--- src/rtl/tilemap_pkg.sv ---
// Shared definitions for the tilemap fetch sequencer: slot phases, scroll
// register map, layer encoding and the scroll register record.
package tilemap_pkg;

  typedef enum logic [2:0] {
    PH_VRAM_A = 3'd0,
    PH_DATA_A = 3'd1,
    PH_ROM_A0 = 3'd2,
    PH_ROM_A1 = 3'd3,
    PH_VRAM_B = 3'd4,
    PH_DATA_B = 3'd5,
    PH_ROM_B0 = 3'd6,
    PH_ROM_B1 = 3'd7
  } phase_e;

  localparam logic [2:0] REG_XA_LO = 3'd0;
  localparam logic [2:0] REG_XA_HI = 3'd1;
  localparam logic [2:0] REG_YA    = 3'd2;
  localparam logic [2:0] REG_XB_LO = 3'd4;
  localparam logic [2:0] REG_XB_HI = 3'd5;
  localparam logic [2:0] REG_YB    = 3'd6;

  localparam logic LAYER_A = 1'b0;
  localparam logic LAYER_B = 1'b1;

  localparam int LOOKAHEAD_DEFAULT = 16;

  typedef struct packed {
    logic [8:0] x_a;
    logic [7:0] y_a;
    logic [8:0] x_b;
    logic [7:0] y_b;
  } scroll_t;

endpackage

--- src/rtl/tilemap_fetch_sequencer_layer_addr.sv ---
// Per-layer tile coordinate calculation: scrolled, optionally flipped x/y
// reduced to tile column, tile row and line within the tile.
module tile_layer_addr
  import tilemap_pkg::*;
#(
  parameter int LOOKAHEAD = LOOKAHEAD_DEFAULT
) (
  input  logic [5:0] hpos_grp,
  input  logic [7:0] vpos,
  input  logic [8:0] scroll_x,
  input  logic [7:0] scroll_y,
  input  logic       flip,
  output logic [5:0] col,
  output logic [4:0] row,
  output logic [2:0] line
);

  logic [8:0] x_raw;
  logic [8:0] x;
  logic [7:0] y_raw;
  logic [7:0] y;
  logic       unused_x_fine;

  // Both sums wrap naturally at their widths (512 and 256).
  always_comb begin
    x_raw = {hpos_grp, 3'b000} + 9'(LOOKAHEAD) + scroll_x;
    y_raw = vpos + scroll_y;
    x     = flip ? ~x_raw : x_raw;
    y     = flip ? ~y_raw : y_raw;
  end

  assign col           = x[8:3];
  assign row           = y[7:3];
  assign line          = y[2:0];
  assign unused_x_fine = ^x[2:0];

endmodule

--- src/rtl/tilemap_fetch_sequencer.sv ---
// Shares one VRAM port and one tile ROM port between tilemap layers A and B
// in a fixed 8-cycle slot schedule, and owns the pixel counter and scroll registers.
module tilemap_fetch_sequencer
  import tilemap_pkg::*;
#(
  parameter int LOOKAHEAD = 16,
  parameter int VRAM_AW   = 12,
  parameter int ROM_AW    = 16
) (
  input  logic               CLK_6M,
  input  logic               RST,
  input  logic               HSTART,
  input  logic [7:0]         VPOS,
  input  logic               FLIP,
  input  logic               CPU_WE,
  input  logic [2:0]         CPU_A,
  input  logic [7:0]         CPU_D,
  output logic [VRAM_AW-1:0] VRAM_ADDR,
  input  logic [15:0]        VRAM_DATA,
  output logic [ROM_AW-1:0]  ROM_ADDR,
  output logic               LAYER,
  output logic               LOAD_A,
  output logic               LOAD_B,
  output logic [8:0]         HPOS
);

  logic [8:0]         hpos_q, hpos_d;
  logic               active_q, active_d;
  scroll_t            scroll_q, scroll_d;
  scroll_t            shadow_q, shadow_d;
  logic [VRAM_AW-1:0] vram_addr_q, vram_addr_d;
  logic [ROM_AW-1:0]  rom_addr_q, rom_addr_d;
  logic               layer_q, layer_d;
  logic               load_a_q, load_a_d;
  logic               load_b_q, load_b_d;
  logic [2:0]         bank_a_q, bank_a_d, bank_b_q, bank_b_d;
  logic [7:0]         code_a_q, code_a_d, code_b_q, code_b_d;

  logic       advance;
  phase_e     phase_d;
  logic [5:0] col_a, col_b;
  logic [4:0] row_a, row_b;
  logic [2:0] line_a, line_b;
  logic [2:0] fine_a, fine_b;
  logic       unused_attr_hi;

  assign advance        = active_q | HSTART;
  assign phase_d        = phase_e'(hpos_d[2:0]);
  assign unused_attr_hi = ^VRAM_DATA[15:11];

  // Coordinates are evaluated for the cycle being entered, so every output
  // register lands on its slot already holding that slot's value.
  tile_layer_addr #(.LOOKAHEAD(LOOKAHEAD)) u_addr_a (
    .hpos_grp(hpos_d[8:3]), .vpos(VPOS), .scroll_x(shadow_d.x_a),
    .scroll_y(shadow_d.y_a), .flip(FLIP), .col(col_a), .row(row_a), .line(line_a)
  );

  tile_layer_addr #(.LOOKAHEAD(LOOKAHEAD)) u_addr_b (
    .hpos_grp(hpos_d[8:3]), .vpos(VPOS), .scroll_x(shadow_d.x_b),
    .scroll_y(shadow_d.y_b), .flip(FLIP), .col(col_b), .row(row_b), .line(line_b)
  );

  always_ff @(posedge CLK_6M) begin
    if (RST) begin
      hpos_q      <= '0;
      active_q    <= 1'b0;
      scroll_q    <= '0;
      shadow_q    <= '0;
      vram_addr_q <= '0;
      rom_addr_q  <= '0;
      layer_q     <= LAYER_A;
      load_a_q    <= 1'b0;
      load_b_q    <= 1'b0;
      bank_a_q    <= '0;
      code_a_q    <= '0;
      bank_b_q    <= '0;
      code_b_q    <= '0;
    end else begin
      hpos_q      <= hpos_d;
      active_q    <= active_d;
      scroll_q    <= scroll_d;
      shadow_q    <= shadow_d;
      vram_addr_q <= vram_addr_d;
      rom_addr_q  <= rom_addr_d;
      layer_q     <= layer_d;
      load_a_q    <= load_a_d;
      load_b_q    <= load_b_d;
      bank_a_q    <= bank_a_d;
      code_a_q    <= code_a_d;
      bank_b_q    <= bank_b_d;
      code_b_q    <= code_b_d;
    end
  end

  // After reset the counter stays parked at 0 until the first line start.
  always_comb begin
    active_d = advance;
    hpos_d   = hpos_q;
    if (HSTART)        hpos_d = '0;
    else if (active_q) hpos_d = hpos_q + 9'd1;

    scroll_d = scroll_q;
    if (CPU_WE) begin
      case (CPU_A)
        REG_XA_LO: scroll_d.x_a[7:0] = CPU_D;
        REG_XA_HI: scroll_d.x_a[8]   = CPU_D[0];
        REG_YA:    scroll_d.y_a      = CPU_D;
        REG_XB_LO: scroll_d.x_b[7:0] = CPU_D;
        REG_XB_HI: scroll_d.x_b[8]   = CPU_D[0];
        REG_YB:    scroll_d.y_b      = CPU_D;
        default:   ;
      endcase
    end

    // The shadow takes the pre-write scroll value, so a write in the phase-0
    // cycle only shows up one group later.
    shadow_d = shadow_q;
    if (advance && phase_d == PH_VRAM_A) shadow_d = scroll_q;
  end

  always_comb begin
    vram_addr_d = vram_addr_q;
    rom_addr_d  = rom_addr_q;
    bank_a_d    = bank_a_q;
    code_a_d    = code_a_q;
    bank_b_d    = bank_b_q;
    code_b_d    = code_b_q;
    layer_d     = layer_q;
    fine_a      = hpos_d[2:0] + shadow_d.x_a[2:0];
    fine_b      = hpos_d[2:0] + shadow_d.x_b[2:0];
    load_a_d    = advance && (fine_a == 3'd7);
    load_b_d    = advance && (fine_b == 3'd7);
    if (advance) begin
      layer_d = hpos_d[2];
      case (phase_d)
        PH_VRAM_A: vram_addr_d = {LAYER_A, row_a, col_a};
        PH_ROM_A0: begin
          bank_a_d   = VRAM_DATA[10:8];
          code_a_d   = VRAM_DATA[7:0];
          rom_addr_d = {VRAM_DATA[10:8], VRAM_DATA[7:0], line_a, 2'b00};
        end
        PH_ROM_A1: rom_addr_d = {bank_a_q, code_a_q, line_a, 2'b10};
        PH_VRAM_B: vram_addr_d = {LAYER_B, row_b, col_b};
        PH_ROM_B0: begin
          bank_b_d   = VRAM_DATA[10:8];
          code_b_d   = VRAM_DATA[7:0];
          rom_addr_d = {VRAM_DATA[10:8], VRAM_DATA[7:0], line_b, 2'b00};
        end
        PH_ROM_B1: rom_addr_d = {bank_b_q, code_b_q, line_b, 2'b10};
        default:   ;
      endcase
    end
  end

  assign VRAM_ADDR = vram_addr_q;
  assign ROM_ADDR  = rom_addr_q;
  assign LAYER     = layer_q;
  assign LOAD_A    = load_a_q;
  assign LOAD_B    = load_b_q;
  assign HPOS      = hpos_q;

endmodule
--- config.mk ---
export PLATFORM = sky130hd
export DESIGN_NAME = tilemap_fetch_sequencer
export DESIGN_NICKNAME = d
export VERILOG_FILES = /design/src/rtl/tilemap_pkg.sv /design/src/rtl/tilemap_fetch_sequencer_layer_addr.sv /design/src/rtl/tilemap_fetch_sequencer.sv
export SDC_FILE = /design/constraint.sdc
export NUM_CORES = 1
export LEC_CHECK = 0
export ABC_AREA = 1
export ABC_CLOCK_PERIOD_IN_PS = 6900
export CORE_MARGIN = 2
export CORE_UTILIZATION = 29
export DETAILED_ROUTE_END_ITERATION = 7
export MAX_ROUTING_LAYER = met4
export PLACE_DENSITY = 0.57
export SETUP_SLACK_MARGIN = 0.02
export SLEW_MARGIN = 20
export SYNTH_ARGS = -nofsm -noshare
export SYNTH_HDL_FRONTEND = slang
export SYNTH_SLANG_ARGS = --single-unit
--- constraint.sdc ---
create_clock -name CLK_6M -period 6.9 [get_ports CLK_6M]
set_input_delay 2.07 -clock CLK_6M [delete_from_list [all_inputs] [get_ports CLK_6M]]
set_output_delay 2.07 -clock CLK_6M [all_outputs]
set_load 0.05 [all_outputs]
* Word-level counts from Yosys, hierarchy flattened
Cells that the tools add are included.
** Operators by class
- Bitwise operators :: 5
- Multipliers :: 0
- Order comparisons :: 0
- Divide/modulo/power cells :: 0
- Add/sub/neg operators :: 8
- Multiplexer cells :: 9
- Reduce and logical (&&, ||, !) cells :: 17
- Shift-type cells :: 0
- Equality and inequality tests :: 12
** Operators by type and width (count)
- $pmux 16 s4 :: 1
- $mux 9 :: 4
- $mux 34 :: 1
- $eq 3x3->1 const B :: 8
- $pmux 12 s2 :: 1
- $reduce_and 2->1 :: 10
- $add 9x9->9 :: 2
- $not 9->9 :: 2
- $add 8x8->8 :: 2
- $mux 8 :: 2
- $not 8->8 :: 2
- $add 9x1->9 const B :: 1
- $add 9x5->9 const B :: 1
- $eq 3x2->1 const B :: 3
- $add 3x3->3 :: 2
- $logic_not 3->1 :: 2
- $reduce_bool 4->1 :: 1
- $eq 3x1->1 const B :: 1
- $logic_and 1x1->1 :: 3
- $reduce_bool 2->1 :: 1
- $or 1x1->1 :: 1
** Storage, ports and cells
- Word-level logic and storage cells :: 72
- Input bits :: 40
- Bits in latches :: 0
- Memory bits (writable) :: 0
- ROM bits :: 0
- Register bits after elaboration :: 131
- Memories kept :: 0

* Longest topological paths before layout
- Depth in word-level cells :: 10
- Gate-level depth with buffers :: 24

* Hierarchy
From an unflattened synthesis, not the netlist that was laid out.
** Second synthesis, totals
- Cells, all modules :: 987
- Area total of the unflattened synthesis :: 7064.3 sq um
** By module, submodules not included
- tilemap_fetch_sequencer :: cells an instance 735, sequential area each 2602.5 sq um, area each 5435.2 sq um, instances 1
- tile_layer_addr :: cells an instance 126, sequential area each 0.0 sq um, area each 814.5 sq um, instances 2

* Worst setup path before layout
OpenSTA, ideal clock, no wires.
- Kind :: input-to-reg
- Start :: input HSTART
- End :: register vram_addr_q[9], in the netlist VRAM_ADDR[9]
- Slack :: 2290 ps
- Library setup time :: 109 ps
- Arrival :: 4501 ps
- Cell stages on the path :: 21
- Buffers on the path :: 1
- Cell sequence :: inv_2 > nand3_2 > nand3_2 > inv_2 > buf_2 > o21ai_0 > ha_1 > inv_1 > fa_1 > nand3b_1 > nand2_1 > nand2_1 > nand2_1 > a21oi_1 > or2_2 > nand3_1 > nand2_1 > nand2_1 > nand3_1 > nand2_1 > inv_1
** RTL lines
- start: declaration :: RTL line tilemap_fetch_sequencer.sv:12 : input logic HSTART,
- end signal: assignment :: RTL line tilemap_fetch_sequencer.sv:83 : vram_addr_q <= vram_addr_d;
- end: declaration :: RTL line tilemap_fetch_sequencer.sv:31 : logic [VRAM_AW-1:0] vram_addr_q, vram_addr_d;

==> reports/results.tsv <==
metric	value	unit
outcome	complete, no violations	
cts hold-fix bufs	0	
clk sinks	130	
Seq cells post-synth	130	
max_slew headroom	0.392	
GRT Max-Usage Layer	met2	
max-cap violation count	0	
warnings from Yosys	0	
Slew Limit Fails	0	
total grt overflow	0	
EDFF count, synth	0	
met2 Usage GRT	0.259	
Layout Skew	0.00680	ns
Setup Fix Bufs, Post-CTS	0	
final worst setup slack	1.56	ns
hold crit path type	reg -> reg	
drt drc	0	
sequential area share after synthesis	0.389	
required time of the critical path	7.22	ns
share of layout cells above drive strength 1	0.0646	
Synth Area per Inst	7.07	um^2
worst path arrival time	5.66	ns
DIE HEIGHT	156	um
DRT iter0 DRCs	398	
Post-synth ARST share	0	
CTS max path bufs	2	
Crit. End Element	flip-flop	
M1 GR Usage	0.203	
CP startpoint kind	input pin	
Period Utilization, post-route	0.774	
actual transition at the worst max-transition pin	0.909	ns
RD Place Congestion	0.861	
Worst Setup SP	HSTART	
HP Start	scroll_q[27]	
Hold Vio Cnt, Final	0	
Setup TNS Final	0	ns
Synth Cell Area	6690	um^2
# port buffers	73	
later-pin clock latency in the skew report	0.42	ns
worst hold path depth	2	
largest delay contributor family on the critical path	buffers and inverters	
post-CTS sizing	0	
Bufs and invs on worst path	5	
Cell Pwr Density	239	nW/um^2
H-tree depth	4	
ant diodes	0	
Synth Instances	946	
total number of vias	5952	
site row count	55	
Routed Antenna Nets	0	
worst reg-to-reg setup slack	3.19	ns
die width	156	um
I/O pin cnt	80	
die area	24300	um^2
Leak	3.47	nW
CP cell instances	clkdlybuf4s50_1 -> inv_2 -> nand2_4 -> nand3_2 -> inv_2 -> nand2_1 -> o21ai_1 -> ha_1 -> inv_1 -> fa_1 -> o21ai_0 -> nand2_1 -> a21oi_1 -> nor2_1 -> or2_2 -> nand3_1 -> nand2_1 -> nand2_1 -> nand3_1 -> nand2_1 -> inv_1	
Final Critical Period	5.34	ns
Unique masters post-synth	45	
Post-DP Area	7650	um^2
Synth Flop Type	dfxtp_1	
worst r2r src	HPOS[0]	
GR Util met3	0.0306	
Crit Path Max Fanout	26	
Synth Net Count	1022	
area delta synth->final	23.6	%
f_max	0.187	GHz
vias in the first global route	5743	
All-Layer GR Usage	0.159	
first-pass GRT wire length	29400	um
R2R depth	20	
CTS tree	yes	
pin count of the biggest net entering global routing	71	
HPWL after detailed placement	12500	um
capturing point of the worst reg2reg path	VRAM_ADDR[5]	
vias per inst	4.55	
clock slew at reported path FFs	0.06	ns
setup violators final	0	
Clock Tree Root	clkbuf_16	
dpl ws	1.11	ns
unrepaired setup endpoints after global routing	false	
critical path's slowest cell	clkdlybuf4s50_1	
Hold Path End	scroll_q[27]	
Non-Filler Cell Area, Final	8270	um^2
Crit path top cell by count	nand2_1	
CORE AREA	22600	um^2
Core Util, Final	0.365	
critical path type	in -> reg	
drt pass-1 iters	5	
initial antenna violation count	0	
worst vdd ir	0.173	mV
Nets	1085	
critical path's largest stage delay	0.64	ns
DR WL/cell	13.7	um
CTS Buf Count	17	
Initial Util	0.295	
routed wire length	17900	um
==> report_power, final <==
group	internal [W]	switching (W)	total [W]
clock network	0.000588	0.000349	0.000937
logic	0.0000859	0.000162	0.000248
registers	0.000776	0.0000126	0.000788
==> worst max-delay path by stage <==
stage | end | slack (ns) | cells past startpoint
4_1_cts | VRAM_ADDR[9] | 1.52 | 21
3_3_place_gp | VRAM_ADDR[9] | 1.12 | 21
2_1_floorplan | VRAM_ADDR[9] | 2.29 | 21
3_5_place_dp | VRAM_ADDR[9] | 1.11 | 21
6_report | VRAM_ADDR[9] | 1.56 | 21
5_1_grt | VRAM_ADDR[9] | 1.09 | 21
==> layout make-up <==
class / count / area [um^2]
flip-flops and latches: 130 / 2600
clock buffers: 20 / 457
well taps: 285 / 357
multi-input cells: 641 / 3390
inverters: 138 / 518
repair buffers: 81 / 786
clock inverters: 12 / 158
fillers: 2387 / 14400
==> Yosys cell counts (all sizes together) (5+ instances only) <==
cell type	count	share of area
dfxtp	130	0.39
clkinv	5	0.0028
nand4	7	0.0065
nand3	57	0.046
a21oi	46	0.035
ha	30	0.056
inv	133	0.075
nor2	183	0.11
clkbuf	19	0.011
nand2	145	0.084
buf	18	0.017
fa	6	0.018
mux2i	6	0.0090
o211ai	14	0.016
xnor2	6	0.0079
or2	7	0.0065
nor3	5	0.0037
xor2	14	0.018
o21ai	96	0.072
==> cell families after synthesis <==
family / after synthesis / synth area share
flip-flops: 130 / 0.389
adder cells (fa/ha/maj): 36 / 0.0741
buffers and inverters: 175 / 0.105
XOR/XNOR: 20 / 0.0262
AO/OA/AOI/OAI: 167 / 0.135
other: 1 / 0.000561
multiplexers: 6 / 0.00898
AND/OR/NAND/NOR: 411 / 0.261
==> layer usage <==
| layer | vias to the layer above | part of all wire |
|---|---|---|
| met5 | - | 0 |
| met4 | 0 | 0.0078 |
| met3 | 12 | 0.035 |
| met2 | 93 | 0.46 |
| met1 | 2710 | 0.49 |
| li1 | 3137 | - |
==> per-stage QoR <==
step | power [W] | std cells | hold WS, ns
after floorplan | 0.000966 | 946 | 0.430
after global placement | 0.00105 | 1275 | 0.447
after detailed placement | 0.00105 | 1275 | 0.448
after CTS | 0.00199 | 1307 | 0.457
after global routing | 0.00206 | 1307 | 0.473
final | 0.00197 | 1307 | 0.456
==> flip-flops by register name, indices dropped and copies added, names as in the netlist <==
register / count
code_b_q: 8
LOAD_B: 1
LAYER: 1
bank_a_q: 3
LOAD_A: 1
HPOS: 9
scroll_q: 34
shadow_q: 34
ROM_ADDR: 15
active_q: 1
code_a_q: 8
VRAM_ADDR: 12
bank_b_q: 3
==> cell usage in the layout, fill, tap and decap left out, types with 3 or more instances in the layout <==
cell type and n:
ha_1 30, xnor2_1 6, nand3_1 53, bufinv_16 3, o21ai_1 4, buf_4 8
inv_1 128, nand3_2 4, clkinv_1 5, inv_2 5, fa_1 6, a21oi_1 45
clkinv_4 4, o21ai_0 92, xor2_1 14, clkinvlp_4 3, nor3_1 5, o211ai_1 14
mux2i_1 6, clkbuf_16 17, dfxtp_1 130, nor2_1 179, nand2_1 141, nand4_1 7
or2_2 7, clkdlybuf4s50_1 72
==> tightest hold or removal path: stages, from the launching register on <==
cell,delay (ns)
dfxtp_1,0.29
inv_1,0.06
a21oi_1,0.06
No activity file was read; power rests on OpenSTA's default activity.
==> patch 1 (same settings) <==
Remove the register `load_a_q`: a continuous assignment takes its place, so the output `LOAD_A` follows one clock earlier.
--- a/src/rtl/tilemap_fetch_sequencer.sv
+++ b/src/rtl/tilemap_fetch_sequencer.sv
@@ -71,3 +71,2 @@
       layer_q     <= LAYER_A;
-      load_a_q    <= 1'b0;
       load_b_q    <= 1'b0;
@@ -85,3 +84,2 @@
       layer_q     <= layer_d;
-      load_a_q    <= load_a_d;
       load_b_q    <= load_b_d;
@@ -93,2 +91,4 @@
   end
+
+  assign load_a_q = load_a_d;
 
Formal check against the unedited RTL: not equivalent (Yosys sat finds a counterexample within 4 cycles, from zero or initial values and one cycle with RST high).
==> patch 1 against the unedited design <==
- synthesized area is 0.71% lower
- core utilization decreased by 0.14 points
- final cell count decreased by 0.38%
- sequential cell count shrank 1
- worst setup slack got worse by 1.2 ns
- routed wire length grew 0.16%
- power shrank 3.7%
- critical path type is now in -> out
- synthesized cell count decreased by 0.85%
- cell area shrank 0.70%
- via count fell by 0.84%
==> patch 1: results (changes against the unedited design) <==
| Metric | Value |
|---|---|
| Share of the synthesized area in the top cell type | `38.9% (about the same)` |
| Status | `complete, no violations` |
| Clock Skews | `0.00966 ns (+0.00286 ns)` |
| Syn nets | `1014 (-0.78%)` |
| Cell Area, Placed | `7640 um^2 (-0.13%)` |
| Met3 routed WL | `873 um (+41%)` |
| Dpl hpwl | `12.7 mm (+1.3%)` |
| Place WS | `0.325 ns (-0.784 ns)` |
| Met2 routed WL | `8.36 mm (+0.84%)` |
| Post-Syn Instances | `938 (-0.85%)` |
| Final WS setup | `0.313 ns (-1.25 ns)` |
| GR Util met2 | `24.8% (-1.1 points)` |
| Wirelength per Cell | `13.7 um (+0.54%)` |
| DR vias/cell | `4.53 (-0.46%)` |
| DRT iter0 DRCs | `270 (-32%)` |
| Netlist cell types | `41 (-8.9%)` |
| PnR Total Power | `0.00190 W (-3.7%)` |
| Met1 usage | `19.7% (-0.63 points)` |
| Critical path arrival | `4.52 ns (-1.14 ns)` |
| Top cells by count, synth | `182 x nor2_1, 142 x nand2_1, 129 x dfxtp_1` |
| Worst Hold Path EP | `VRAM_ADDR[7]` |
| M1 wire length | `8.51 mm (-3.4%)` |
| Peak VDD IR | `0.126 mV (-27%)` |
| Dpl cells | `1270 (-0.39%)` |
| Vias in the first global route | `5496 (-4.3%)` |
| Post-Synth Adder-Cell Area | `7.46% (+0.053 points)` |
| Worst hold margin | `0.464 ns (+0.00846 ns)` |
| Final #Nets | `1080 (-0.46%)` |
| GP Congestion | `0.812 (-5.6%)` |
| Synth Area in Compound Gates | `13.2% (-0.30 points)` |
| Reg2reg path depth | `22 (+10%)` |
| Drt first pass iters | `4 (-1)` |
| Leak | `3.46 nW (-0.37%)` |
| Layout cells sized above 1 | `6.59% (+0.13 points)` |
| Total track usage | `15.5% (-0.35 points)` |
| Worst R2R End | `VRAM_ADDR[9]` |
| Largest net degree at the start of global routing | `58 (-18%)` |
| Max-slew headroom at the worst pin | `44.7% (+5.6 points)` |
| Post-synthesis xor/xnor area fraction | `3.03% (+0.41 points)` |
| Sequential power share | `41.2% (+1.3 points)` |
| CP peak stage delay | `0.44 ns (-0.20 ns)` |
| GR Util met3 | `3.37% (+0.31 points)` |
| Top post-synthesis cells by area | `dfxtp_1 39%, nor2_1 10%, nand2_1 8.0%` |
| Hold Startpoint | `VRAM_ADDR[7]` |
==> patch 1: changes by cell type after synthesis, moves of 3 or more <==
| cell | change |
|---|---|
| a21oi_1 | -4 |
| nand3_1 | -7 |
| nand3b_1 | +3 |
| inv_1 | -3 |
| nand4_1 | +3 |
| buf_2 | -4 |
| nor2_1 | +3 |
| a31oi_1 | +3 |
==> patch 1: layout make-up <==
| class | instances | area (um^2) |
|---|---|---|
| clock inverter | 15 | 141 |
| fill | 2453 | 14400 |
| tap | 285 | 357 |
| clock buffer | 17 | 425 |
| timing repair buffer | 83 | 811 |
| sequential | 129 | 2580 |
| inverter | 134 | 503 |
| multi-input combinational | 639 | 3390 |
==> patch 1: how the worst max path moves through the flow <==
stage	cells after the start	to	slack [ns]
6_report	13	LOAD_A	0.31
4_1_cts	13	LOAD_A	0.31
3_3_place_gp	13	LOAD_A	0.36
5_1_grt	13	LOAD_A	0.13
2_1_floorplan	12	LOAD_A	0.46
3_5_place_dp	13	LOAD_A	0.32
==> patch 2 (config.mk and constraints unchanged) <==
Made on the original files. `LOOKAHEAD`: 16 -> 15.
--- a/src/rtl/tilemap_fetch_sequencer.sv
+++ b/src/rtl/tilemap_fetch_sequencer.sv
@@ -5,3 +5,3 @@
 #(
-  parameter int LOOKAHEAD = 16,
+  parameter int LOOKAHEAD = 15,
   parameter int VRAM_AW   = 12,
Check against the original RTL: not equivalent (a bounded check fails within 4 cycles, from zero or initial values and one cycle with RST high).
==> patch 2 against the unedited design <==
- global-route usage is essentially flat
- routed wire length grew 2.9%
- sequential power grew 0.6%
- power grew 1.2%
- synthesized area grew 2.6%
- cell area grew 2.4%
- die area grew 2.5%
- clock skew grew 0.0068 ns
- worst setup slack lost 0.41 ns
- sequential cell count is the same
- via count grew 6.3%
- count of clock-buffer cells in the layout shrank 3
- critical path type unchanged
- largest cell class unchanged
- highest routed layer unchanged
==> patch 2: results (changes against the unedited design) <==
| Metric | Value |
|---|---|
| Hold Startpoint | `scroll_q[26]` |
| R2r startpoint | `HPOS[0]` |
| Clock Skews | `0.0136 ns (+0.00679 ns)` |
| Drt first pass iters | `6 (+1)` |
| First-pass GRT wire length | `30.1 mm (+2.2%)` |
| CP peak stage delay | `0.59 ns (-0.05 ns)` |
| Routed vias | `6325 (+6.3%)` |
| Tcrit/Tclk final | `83.3% (+5.9 points)` |
| Layout cells sized above 1 | `6.54% (+0.080 points)` |
| Dpl hpwl | `13.0 mm (+4.0%)` |
| Post-route cell area | `8470 um^2 (+2.4%)` |
| Clock buffer count from CTS | `17 (unchanged)` |
| Clock share of power | `46.2% (-1.3 points)` |
| YS warnings | `0 (unchanged)` |
| Worst hold margin | `0.458 ns (+0.00255 ns)` |
| Comb pwr | `0.000280 W (+13%)` |
| Crit path max-delay cell type | `clkdlybuf4s50_1` |
| Worst-Margin Slew | `0.826 ns (-0.0830 ns)` |
| Reg2Reg Setup Slack | `2.80 ns (-0.39 ns)` |
| Diodes inserted | `0 (unchanged)` |
| Wirelength per Cell | `13.1 um (-4.3%)` |
| Top cells by count, synth | `197 x nor2_1, 166 x nand2_1, 135 x inv_1` |
| Total track usage | `15.9% (+0.033 points)` |
| PnR Total Power | `0.00200 W (+1.2%)` |
| Leak | `3.66 nW (+5.3%)` |
| Critical path arrival | `6.07 ns (+0.41 ns)` |
| Peak VDD IR | `0.151 mV (-13%)` |
| Post-synthesis sequential area ratio | `37.9% (-0.98 points)` |
| Dpl cells | `1373 (+7.7%)` |
| Main synth FF type | `dfxtp_1` |
| Final #Nets | `1145 (+5.5%)` |
| Clock Latency Late Sink | `around 0.43 ns` |
| Place WS | `0.722 ns (-0.386 ns)` |
| Filler cells | `2440 (+2.2%)` |
| DR vias/cell | `4.50 (-1.1%)` |
| Switching share of power | `29.0% (+2.5 points)` |
| Largest net degree at the start of global routing | `59 (-17%)` |
| Mean Syn Cell Area | `6.78 um^2 (-4.1%)` |
| DRT iter0 DRCs | `440 (+11%)` |
| Top post-synthesis cells by area | `dfxtp_1 38%, nor2_1 11%, nand2_1 9.1%` |
| Status | `complete, no violations` |
| Post-CTS Setup Repair Bufs | `0 (unchanged)` |
| Cell Area, Placed | `7870 um^2 (+2.9%)` |
| Critical Path Start | `HSTART` |
| HP Class | `reg -> reg` |
| Netlist cell types | `41 (-8.9%)` |
| Crit-path max FO | `55 (+110%)` |
| GP Congestion | `0.865 (+0.49%)` |
| Vias in the first global route | `5904 (+2.8%)` |
## patch 2: area by class of cell
class / count / share of cell area (%)
tap: 319 / 4.71
inverter: 145 / 6.43
sequential: 130 / 30.7
timing repair buffer: 80 / 9.19
clock inverter: 15 / 2.04
clock buffer: 17 / 5.03
multi-input combinational: 699 / 41.9
## patch 2: path summary, 6_finish.rpt
| path | endpoint | cells past startpoint |
|---|---|---|
| max reg2reg | VRAM_ADDR[9] | 20 |
| min | scroll_q[26] | 2 |
| max | VRAM_ADDR[9] | 19 |
| min reg2reg | scroll_q[26] | 2 |
## patch 2: logic make-up after synthesis
group                      count (synthesis)  synth area share [%]
other                                      1                0.0547
AOI/OAI and AO/OA                        187                  14.6
xor gates and xnor gates                  14                  1.79
and+or+nand+nor                          463                  28.7
buffers and inverters                    183                  10.4
DFF                                      130                  37.9
adders and majority gates                 32                  6.28
muxes                                      2                 0.292
## patch 2: routing by layer
| layer | global-route usage (%) | wire length [um] | up-vias | part of all wire (%) |
|---|---|---|---|---|
| li1 | - | - | 3346 | - |
| met1 | 20.8 | 9250 | 2869 | 50 |
| met2 | 24.6 | 8300 | 98 | 45 |
| met3 | 3.64 | 587 | 12 | 3.2 |
| met4 | 4.29 | 239 | 0 | 1.3 |
| met5 | - | 0 | - | 0 |
## patch 2: worst max-delay path: cells and delay by family
family                   cells  cell delay [ns]
AND/OR/NAND/NOR              8             1.46
AO/OA/AOI/OAI                5             0.90
buffers and inverters        3             0.80
adder cells (fa/ha/maj)      2             0.67
XOR/XNOR                     1             0.15
